--- src/rtl/avalon_mm_burst_master.sv ---
// avalon_mm_burst_master
//   Issues one Avalon-MM burst per command: a read burst whose returned beats
//   are forwarded on rd_data/rd_valid, or a write burst whose beats are pulled
//   from the wr_data/wr_valid/wr_ready stream.
//
// Ports
//   CLK, RESET                  clock, synchronous active-high reset
//   ADDRESS, BURSTCOUNT,
//   BYTE_ENABLE                 burst command, held for the whole burst
//   READ, WRITE, WRITEDATA      Avalon request strobes and write data (registered)
//   READDATA, READDATAVALID,
//   WAITREQUEST                 Avalon slave responses
//   start, rnw,
//   address_to_access, length,
//   bytes                       command interface, sampled in IDLE only
//   wr_data, wr_valid, wr_ready write-data stream (valid/ready handshake)
//   rd_data, rd_valid           read-data stream, no backpressure
//   done, error                 one-cycle completion / rejection pulses
module avalon_mm_burst_master #(
   parameter  int DATA_W    = 32,
   parameter  int ADDR_W    = 32,
   parameter  int MAX_BURST = 8,
   localparam int BC_W      = $clog2(MAX_BURST) + 1,
   localparam int BE_W      = DATA_W / 8
) (
   input  logic              CLK,
   input  logic              RESET,
   // Avalon-MM master
   output logic [ADDR_W-1:0] ADDRESS,
   output logic [BC_W-1:0]   BURSTCOUNT,
   output logic [BE_W-1:0]   BYTE_ENABLE,
   output logic              READ,
   output logic              WRITE,
   output logic [DATA_W-1:0] WRITEDATA,
   input  logic [DATA_W-1:0] READDATA,
   input  logic              WAITREQUEST,
   input  logic              READDATAVALID,
   // command
   input  logic              start,
   input  logic              rnw,
   input  logic [ADDR_W-1:0] address_to_access,
   input  logic [BC_W-1:0]   length,
   input  logic [BE_W-1:0]   bytes,
   // write stream
   input  logic [DATA_W-1:0] wr_data,
   input  logic              wr_valid,
   output logic              wr_ready,
   // read stream
   output logic [DATA_W-1:0] rd_data,
   output logic              rd_valid,
   // status
   output logic              done,
   output logic              error
);

   typedef enum logic [2:0] {
      IDLE     = 3'd0,
      RD_REQ   = 3'd1,
      RD_DATA  = 3'd2,
      WR_BURST = 3'd3,
      DONE     = 3'd4
   } state_t;

   localparam logic [BC_W-1:0] MAX_BC = BC_W'(MAX_BURST);
   localparam logic [BC_W-1:0] ONE    = BC_W'(1);

   state_t              state_q, state_d;
   logic [ADDR_W-1:0]   addr_q, addr_d;
   logic [BC_W-1:0]     bc_q, bc_d;
   logic [BE_W-1:0]     be_q, be_d;
   logic                read_q, read_d;
   logic                write_q, write_d;
   logic [DATA_W-1:0]   wdata_q, wdata_d;
   logic [DATA_W-1:0]   rdata_q, rdata_d;
   logic                rvalid_q, rvalid_d;
   logic                err_q, err_d;
   // cnt: beats finished on the bus (read: received, write: completed)
   // acc: write beats already taken from the stream
   logic [BC_W-1:0]     cnt_q, cnt_d;
   logic [BC_W-1:0]     acc_q, acc_d;

   logic                len_ok;
   logic                rdv_ok;
   logic [BC_W-1:0]     cnt_inc;
   logic                wr_accept;
   logic                wr_beat_done;

   assign len_ok  = (length != '0) && (length <= MAX_BC);

   // Read data is only meaningful while a read burst is outstanding; the
   // acceptance cycle of RD_REQ already counts.
   assign rdv_ok  = READDATAVALID && ((state_q == RD_REQ) || (state_q == RD_DATA));
   assign cnt_inc = rdv_ok ? (cnt_q + ONE) : cnt_q;

   // A new beat may be taken when the WRITE register is free or is being
   // consumed by the slave this cycle, and only while beats remain.
   assign wr_ready     = (state_q == WR_BURST) && (acc_q < bc_q) &&
                         (!write_q || !WAITREQUEST);
   assign wr_accept    = wr_ready && wr_valid;
   assign wr_beat_done = (state_q == WR_BURST) && write_q && !WAITREQUEST;

   always_comb begin
      state_d  = state_q;
      addr_d   = addr_q;
      bc_d     = bc_q;
      be_d     = be_q;
      read_d   = read_q;
      write_d  = write_q;
      wdata_d  = wdata_q;
      rdata_d  = rdata_q;
      rvalid_d = 1'b0;
      err_d    = 1'b0;
      cnt_d    = cnt_q;
      acc_d    = acc_q;

      if (rdv_ok) begin
         rvalid_d = 1'b1;
         rdata_d  = READDATA;
         cnt_d    = cnt_inc;
      end

      case (state_q)
         IDLE: begin
            if (start) begin
               if (len_ok) begin
                  addr_d = address_to_access;
                  bc_d   = length;
                  be_d   = bytes;
                  cnt_d  = '0;
                  acc_d  = '0;
                  if (rnw) begin
                     read_d  = 1'b1;
                     state_d = RD_REQ;
                  end else begin
                     state_d = WR_BURST;
                  end
               end else begin
                  err_d = 1'b1;
               end
            end
         end

         RD_REQ: begin
            if (!WAITREQUEST) begin
               read_d  = 1'b0;
               // a length-1 burst can complete in its own acceptance cycle
               state_d = (cnt_inc == bc_q) ? DONE : RD_DATA;
            end
         end

         RD_DATA: begin
            if (cnt_inc == bc_q) state_d = DONE;
         end

         WR_BURST: begin
            if (wr_beat_done) cnt_d = cnt_q + ONE;
            if (wr_accept) begin
               write_d = 1'b1;
               wdata_d = wr_data;
               acc_d   = acc_q + ONE;
            end else if (wr_beat_done) begin
               write_d = 1'b0;   // stream bubble: drop WRITE, keep the command
            end
            if (wr_beat_done && ((cnt_q + ONE) == bc_q)) begin
               write_d = 1'b0;
               state_d = DONE;
            end
         end

         DONE: begin
            state_d = IDLE;
            addr_d  = '0;
            bc_d    = '0;
            be_d    = '0;
            wdata_d = '0;
            cnt_d   = '0;
            acc_d   = '0;
         end

         default: state_d = IDLE;
      endcase
   end

   always_ff @(posedge CLK) begin
      if (RESET) begin
         state_q  <= IDLE;
         addr_q   <= '0;
         bc_q     <= '0;
         be_q     <= '0;
         read_q   <= 1'b0;
         write_q  <= 1'b0;
         wdata_q  <= '0;
         rdata_q  <= '0;
         rvalid_q <= 1'b0;
         err_q    <= 1'b0;
         cnt_q    <= '0;
         acc_q    <= '0;
      end else begin
         state_q  <= state_d;
         addr_q   <= addr_d;
         bc_q     <= bc_d;
         be_q     <= be_d;
         read_q   <= read_d;
         write_q  <= write_d;
         wdata_q  <= wdata_d;
         rdata_q  <= rdata_d;
         rvalid_q <= rvalid_d;
         err_q    <= err_d;
         cnt_q    <= cnt_d;
         acc_q    <= acc_d;
      end
   end

   assign ADDRESS     = addr_q;
   assign BURSTCOUNT  = bc_q;
   assign BYTE_ENABLE = be_q;
   assign READ        = read_q;
   assign WRITE       = write_q;
   assign WRITEDATA   = wdata_q;
   assign rd_data     = rdata_q;
   assign rd_valid    = rvalid_q;
   assign error       = err_q;
   assign done        = (state_q == DONE);

endmodule

--- config.mk ---
export PLATFORM = sky130hd
export DESIGN_NAME = avalon_mm_burst_master
export DESIGN_NICKNAME = d
export VERILOG_FILES = /design/src/rtl/avalon_mm_burst_master.sv
export SDC_FILE = /design/constraint.sdc
export NUM_CORES = 1
export LEC_CHECK = 0
export CELL_PAD_IN_SITES_DETAIL_PLACEMENT = 1
export CELL_PAD_IN_SITES_GLOBAL_PLACEMENT = 1
export CORE_MARGIN = 2
export CORE_UTILIZATION = 26
export CTS_CLUSTER_SIZE = 20
export DETAILED_ROUTE_END_ITERATION = 12
export PLACE_DENSITY = 0.79
export RECOVER_POWER = 100
export SLEW_MARGIN = 10
export SYNTH_ARGS = -nofsm -noshare
export SYNTH_HDL_FRONTEND = slang
export SYNTH_SLANG_ARGS = --single-unit
--- constraint.sdc ---
create_clock -name CLK -period 1.9 [get_ports CLK]
set_clock_uncertainty 0.1 [all_clocks]
set_input_delay 0.38 -clock CLK [delete_from_list [all_inputs] [get_ports CLK]]
set_output_delay 0.38 -clock CLK [all_outputs]
set_load 0.005 [all_outputs]
[Word level (Yosys, flattened, before mapping)]
Cells that the tools add are included.
Storage, ports and cells
  output and inout port bits: 110
  word-level logic and storage cells: 96
  bits of input ports: 111
  register bits after elaboration: 119
Cells by class
  reductions and logical operators: 26
  eq/ne operators: 13
  bitwise gates (word level): 2
  magnitude comparators: 2
  add/sub/neg operators: 2
  muxes and demuxes: 39
Operators by type and width (number)
  32-bit case mux with 2 select lines: 2
  32-bit two-way mux: 3
  4-bit two-way mux: 12
  4-bit case mux with 3 select lines: 2
  3-bit two-way mux: 6
  4-bit case mux with 2 select lines: 2
  3-bit case mux with 4 select lines: 1
  2-bit != test, second input constant: 5
  5-bit AND reduction: 2
  1-bit two-way mux: 9
  4-bit by 1-bit adder with 4-bit output, second input constant: 2
  4-bit equality test: 2
  1-bit logical AND: 8
  3-bit by 2-bit equality test with 1-bit output, second input constant: 2
  2-bit nonzero test: 3
  3-bit nonzero test: 2
  4-bit <= comparator, second input constant: 1
  4-bit < comparator: 1
  2-bit by 1-bit != test with 1-bit output, second input constant: 2
  2-bit AND reduction: 2
  4-bit AND reduction: 1
  4-bit nonzero test: 1
  3-bit by 1-bit equality test with 1-bit output, second input constant: 1
  3-bit equality test, second input constant: 1
  8 further kinds: 11

[Longest topological paths before layout]
  depth in word-level cells: 8
  depth in mapped cells: 9
  mapped depth without buffers: 7

[Worst setup path after synthesis]
Ideal clock, no wire load.
  path kind: reg-to-reg
  from: register bc_q[1] (netlist: BURSTCOUNT[1])
  to: register acc_q[3]
  data arrival time: 1.674 ns
  path buffers: 0
  slack: 0.060 ns
  cell stages (with the launch flop): 7
  data required time: 1.734 ns
  cell sequence: dfxtp_1 inv_1 ha_1 a211oi_2 o21ai_2 or3_1 a21oi_2
On the way
  word-level cells in the longest chain between the ends: 6
Ends and longest elaborated chain
  start: declaration: RTL line 69  | logic [BC_W-1:0] bc_q, bc_d;
  start signal: assignment: RTL line 188  | bc_q <= '0;
  start signal: assignment: RTL line 201  | bc_q <= bc_d;
  4-bit < comparator: RTL line 97  | assign wr_ready = (state_q == WR_BURST) && (acc_q < bc_q) &&
  1-bit logical AND (2 in a row): RTL line 97
  1-bit logical AND: RTL line 99  | assign wr_accept = wr_ready && wr_valid;
  2-bit != test (no line)
  4-bit AND reduction (no line)
  end signal: assignment: RTL line 197  | acc_q <= '0;
  end signal: assignment: RTL line 210  | acc_q <= acc_d;
  end: declaration: RTL line 80  | logic [BC_W-1:0] acc_q, acc_d;
Every way passes these cells.
A chain may end at the register's enable or synchronous reset.

[Worst setup path in the final report]
  from: register bc_q[1] (netlist: BURSTCOUNT[1])
  to: output wr_ready
On the way
  word-level cells in the longest chain between the ends: 3
Ends and longest elaborated chain
  4-bit < comparator: RTL line 97
  1-bit logical AND (2 in a row): RTL line 97
  end: declaration: RTL line 47  | output logic wr_ready,
Every way passes these cells.

==> run_results.csv <==
group,metric,value,unit
outcome,outcome,"finished, violations left",
outcome,violations,"negative setup slack",
timing,fmax,492,MHz
timing,hold_viol,0,
synthesis,synth_common_cells,"nand2_1, dfxtp_1, a21oi_1",
critical_path,cp-end-kind,"output pin",
routing,vias,4911,
clock_tree,cts_made_buffers,17,
clock_tree,cts_tree,"done",
clock_tree,clkTransAtPathRegs,0.06,ns
synthesis,syn_area,4800,µm²
synthesis,seq_area_frac_synth,49.6,%
routing,drc,0,
layout,drive_gt1_share,12.9,%
synthesis,yosys-top-cells-area,"dfxtp_1, nand2_1, a21oi_1",
clock_tree,clk_latency,0.41,ns
routing,firstDrtPassIters,4,
critical_path,r2r-start,"state_q[2]$_SDFFE_PP0P_",
floorplanning,rows,49,
synthesis,synth_cells,575,
clock_tree,cts_root_buffer,"clkbuf_16",
timing,tightest_slew,0.477,ns
routing,wl_per_cell,16.2,µm
floorplanning,fp.coreArea,18000,µm²
critical_path,required,1.42,ns
floorplanning,die_width,140,µm
synthesis,synth_top_area_cell,"dfxtp_1",
routing,postRouteAntennaNets,0,
routing,drtIter0Drc,158,
min_path,worstHoldPathType,"input port to register",
pwr,p_per_area,957,nW/µm²
clock_tree,clock_path_buffers,2,
global_routing,track_usage,17.6,%
global_routing,grt_pass1_vias,5225,
synthesis,synth_edf_count,0,
synthesis,yosysWarnings,0,
global_routing,grt_pass1_wl,27200,µm
synthesis,synth_area_per_cell,8.35,µm²
placed_design,post_dp_cell_area,7410,µm²
synthesis,synth-seq-cells,119,
synthesis,async_flop_share,0,%
floorplanning,die-area,19600,µm²
critical_path,r2r_end,"acc_q[3]$_SDFFE_PP0P_",
synthesis,synthFlopType,"dfxtp_1",
placed_design,gp_congestion,0.774,
timing,setup_slack,-0.132,ns
critical_path,cp_max_fo,2,
global_routing,grt_start_max_net_pins,37,
routing,wirelength,17200,µm
critical_path,crit_path_start_kind,"register",
floorplanning,io_pins,221,
synthesis,syn_nets,691,
min_path,hold_start,"RESET",
critical_path,reg2reg_depth,6,
timing,max_slew_margin,67.9,%
critical_path,crit_type,"register to output pin",
layout,area_growth,70.8,%
floorplanning,die_y,140,µm
routing,via_per_inst,4.63,
timing,slew_violations,0,
critical_path,worstPathArrival,1.55,ns
pwr,p_total,7.85,mW
layout,n_antenna_cell,0,
clock_tree,h-tree-depth,4,
placed_design,dp_hpwl,11500,µm
timing,rsz0062_at_grt,"yes",
layout,design_area,8200,µm²
pwr,peakVddDrop,0.590,mV
run,cap_violations,0,
global_routing,antenna_found_initial,0,
timing,fin_crit_sh,107,%
timing,finalCriticalPeriod,2.03,ns
layout,nets,934,
synthesis,synth.most_common_cell,"nand2_1",
timing,setup-violations-final,13,
min_path,holdPathStages,2,
global_routing,grt-ovfl-total,0,
synthesis,synth_top_area_share,49.6,%
clock_tree,cts.sinks,119,
floorplanning,start_util,26.6,%
synthesis,synth_cell_type_count,48,
min_path,holdPathEnd,"BURSTCOUNT[2]$_SDFFE_PP0P_",
pwr,p_leak,3.22,nW
placed_design,port_buffers,220,
critical_path,ff2ff_setup_slack,0.05,ns
worst max-delay path, stage by stage (launching register included):
cell and delay [ns]:
dfxtp_2 0.33, inv_2 0.05, ha_4 0.21, a211oi_4 0.23, o211a_1 0.20, buf_2 0.13
state kept, by name, indices dropped and copies added, names as in the netlist:
name / count
ADDRESS: 32
WRITEDATA: 32
rd_data: 32
BURSTCOUNT: 4
BYTE_ENABLE: 4
acc_q: 4
cnt_q: 4
state_q: 3
READ: 1
WRITE: 1
error: 1
rd_valid: 1
metrics by stage:
stage / hold slack (ns) / setup TNS, ns / util, % / setup slack [ns] / std cells
finish: 0.189 / -0.676 / 45.5 / -0.132 / 1060
detailed placement: 0.348 / -30.59 / 41.1 / -0.572 / 1021
CTS: 0.148 / -0.185 / 45.7 / -0.185 / 1060
global placement: 0.341 / -27.90 / 41.1 / -0.549 / 1021
floorplan: 0.353 / 0 / - / 0.0596 / 575
global route: 0.166 / -4.08 / 45.5 / -0.251 / 1060
placed cells by master (no fill, tap or decap), types with 3 or more instances in the layout:
master           synthesis  routed
dlygate4sd2_1            0       7
buf_6                    7       3
clkdlybuf4s50_1          0     125
buf_12                   0       4
nor2b_1                  5       5
nand2b_1                40      40
mux2i_1                  5       5
nor2_1                  15      14
buf_2                   11       3
ha_1                     5       3
dfxtp_1                119     117
a21oi_1                 68      67
nor2_2                   5       6
bufinv_16                0       5
xnor2_1                  8       8
a21oi_2                  2       3
nor3_1                   3       3
clkinv_2                 0       3
o21ai_0                 33      28
o21ai_1                  8      11
dlygate4sd3_1            0      83
clkbuf_16                0      17
inv_1                    4       3
nand3_1                 42      42
nand2_1                135     135
xor2_1                   3       3
buf_4                    5      28
clkbuf_1                19       4
clkbuf_8                 0       3
metal layers:
| metal | global-route usage, % | wire (µm) | vias up | share of wire, % |
|---|---|---|---|---|
| met5 | 0 | 0 | - | 0 |
| met4 | 6.74 | 407 | 0 | 2.4 |
| met3 | 6.22 | 995 | 25 | 5.8 |
| met2 | 30.7 | 8660 | 139 | 50 |
| met1 | 19.8 | 7130 | 2337 | 41 |
| li1 | - | - | 2410 | - |
cell families (layout without fill, tap and decap cells):
group	Yosys count	in the layout	synth area share (%)
simple gates	260	261	25.6
compound gates	127	127	14.5
flops	119	119	49.6
buf+inv	46	301	5.37
xor+xnor	12	12	2.35
fa+ha+maj	6	6	1.51
mux	5	5	1.04
power breakdown:
part	switching, mW	internal, mW	leakage (nW)	total (mW)
clock	1.19	2.43	0.322	3.62
sequential	0.0895	2.67	0.966	2.76
combinational	0.678	0.795	1.93	1.47
total	1.96	5.89	3.22	7.85
timing repair:
| item | in CTS | in global routing |
|---|---|---|
| buffers inserted | 4 | 0 |
| hold buffers | 0 | 0 |
| gates resized for setup | 34 | 17 |
| endpoints found under the setup margin | 80 | 43 |
| gates cloned | 3 | 0 |
| pin swaps | 7 | 5 |
worst max path at each step:
stage | from | endpoint | slack [ns] | depth (start not counted)
final | BURSTCOUNT[1]$_SDFFE_PP0P_ | wr_ready | -0.13 | 5
after global routing | BURSTCOUNT[1]$_SDFFE_PP0P_ | wr_ready | -0.25 | 5
after CTS | BURSTCOUNT[1]$_SDFFE_PP0P_ | wr_ready | -0.19 | 5
after detailed placement | length[2] | acc_q[3]$_SDFFE_PP0P_ | -0.57 | 6
after global placement | length[2] | acc_q[3]$_SDFFE_PP0P_ | -0.55 | 6
after floorplan | BURSTCOUNT[1]$_SDFFE_PP0P_ | acc_q[3]$_SDFFE_PP0P_ | 0.06 | 6
area by class of cell:
type | count | area [µm²]
Sequential cell | 119 | 2380
Tap cell | 229 | 287
Clock inverter | 12 | 198
Fill cell | 2083 | 9820
Timing Repair Buffer | 265 | 2610
Inverter | 4 | 15.0
Multi-Input combinational cell | 411 | 2240
Clock buffer | 20 | 467
No activity file was read; power rests on OpenSTA's default activity.
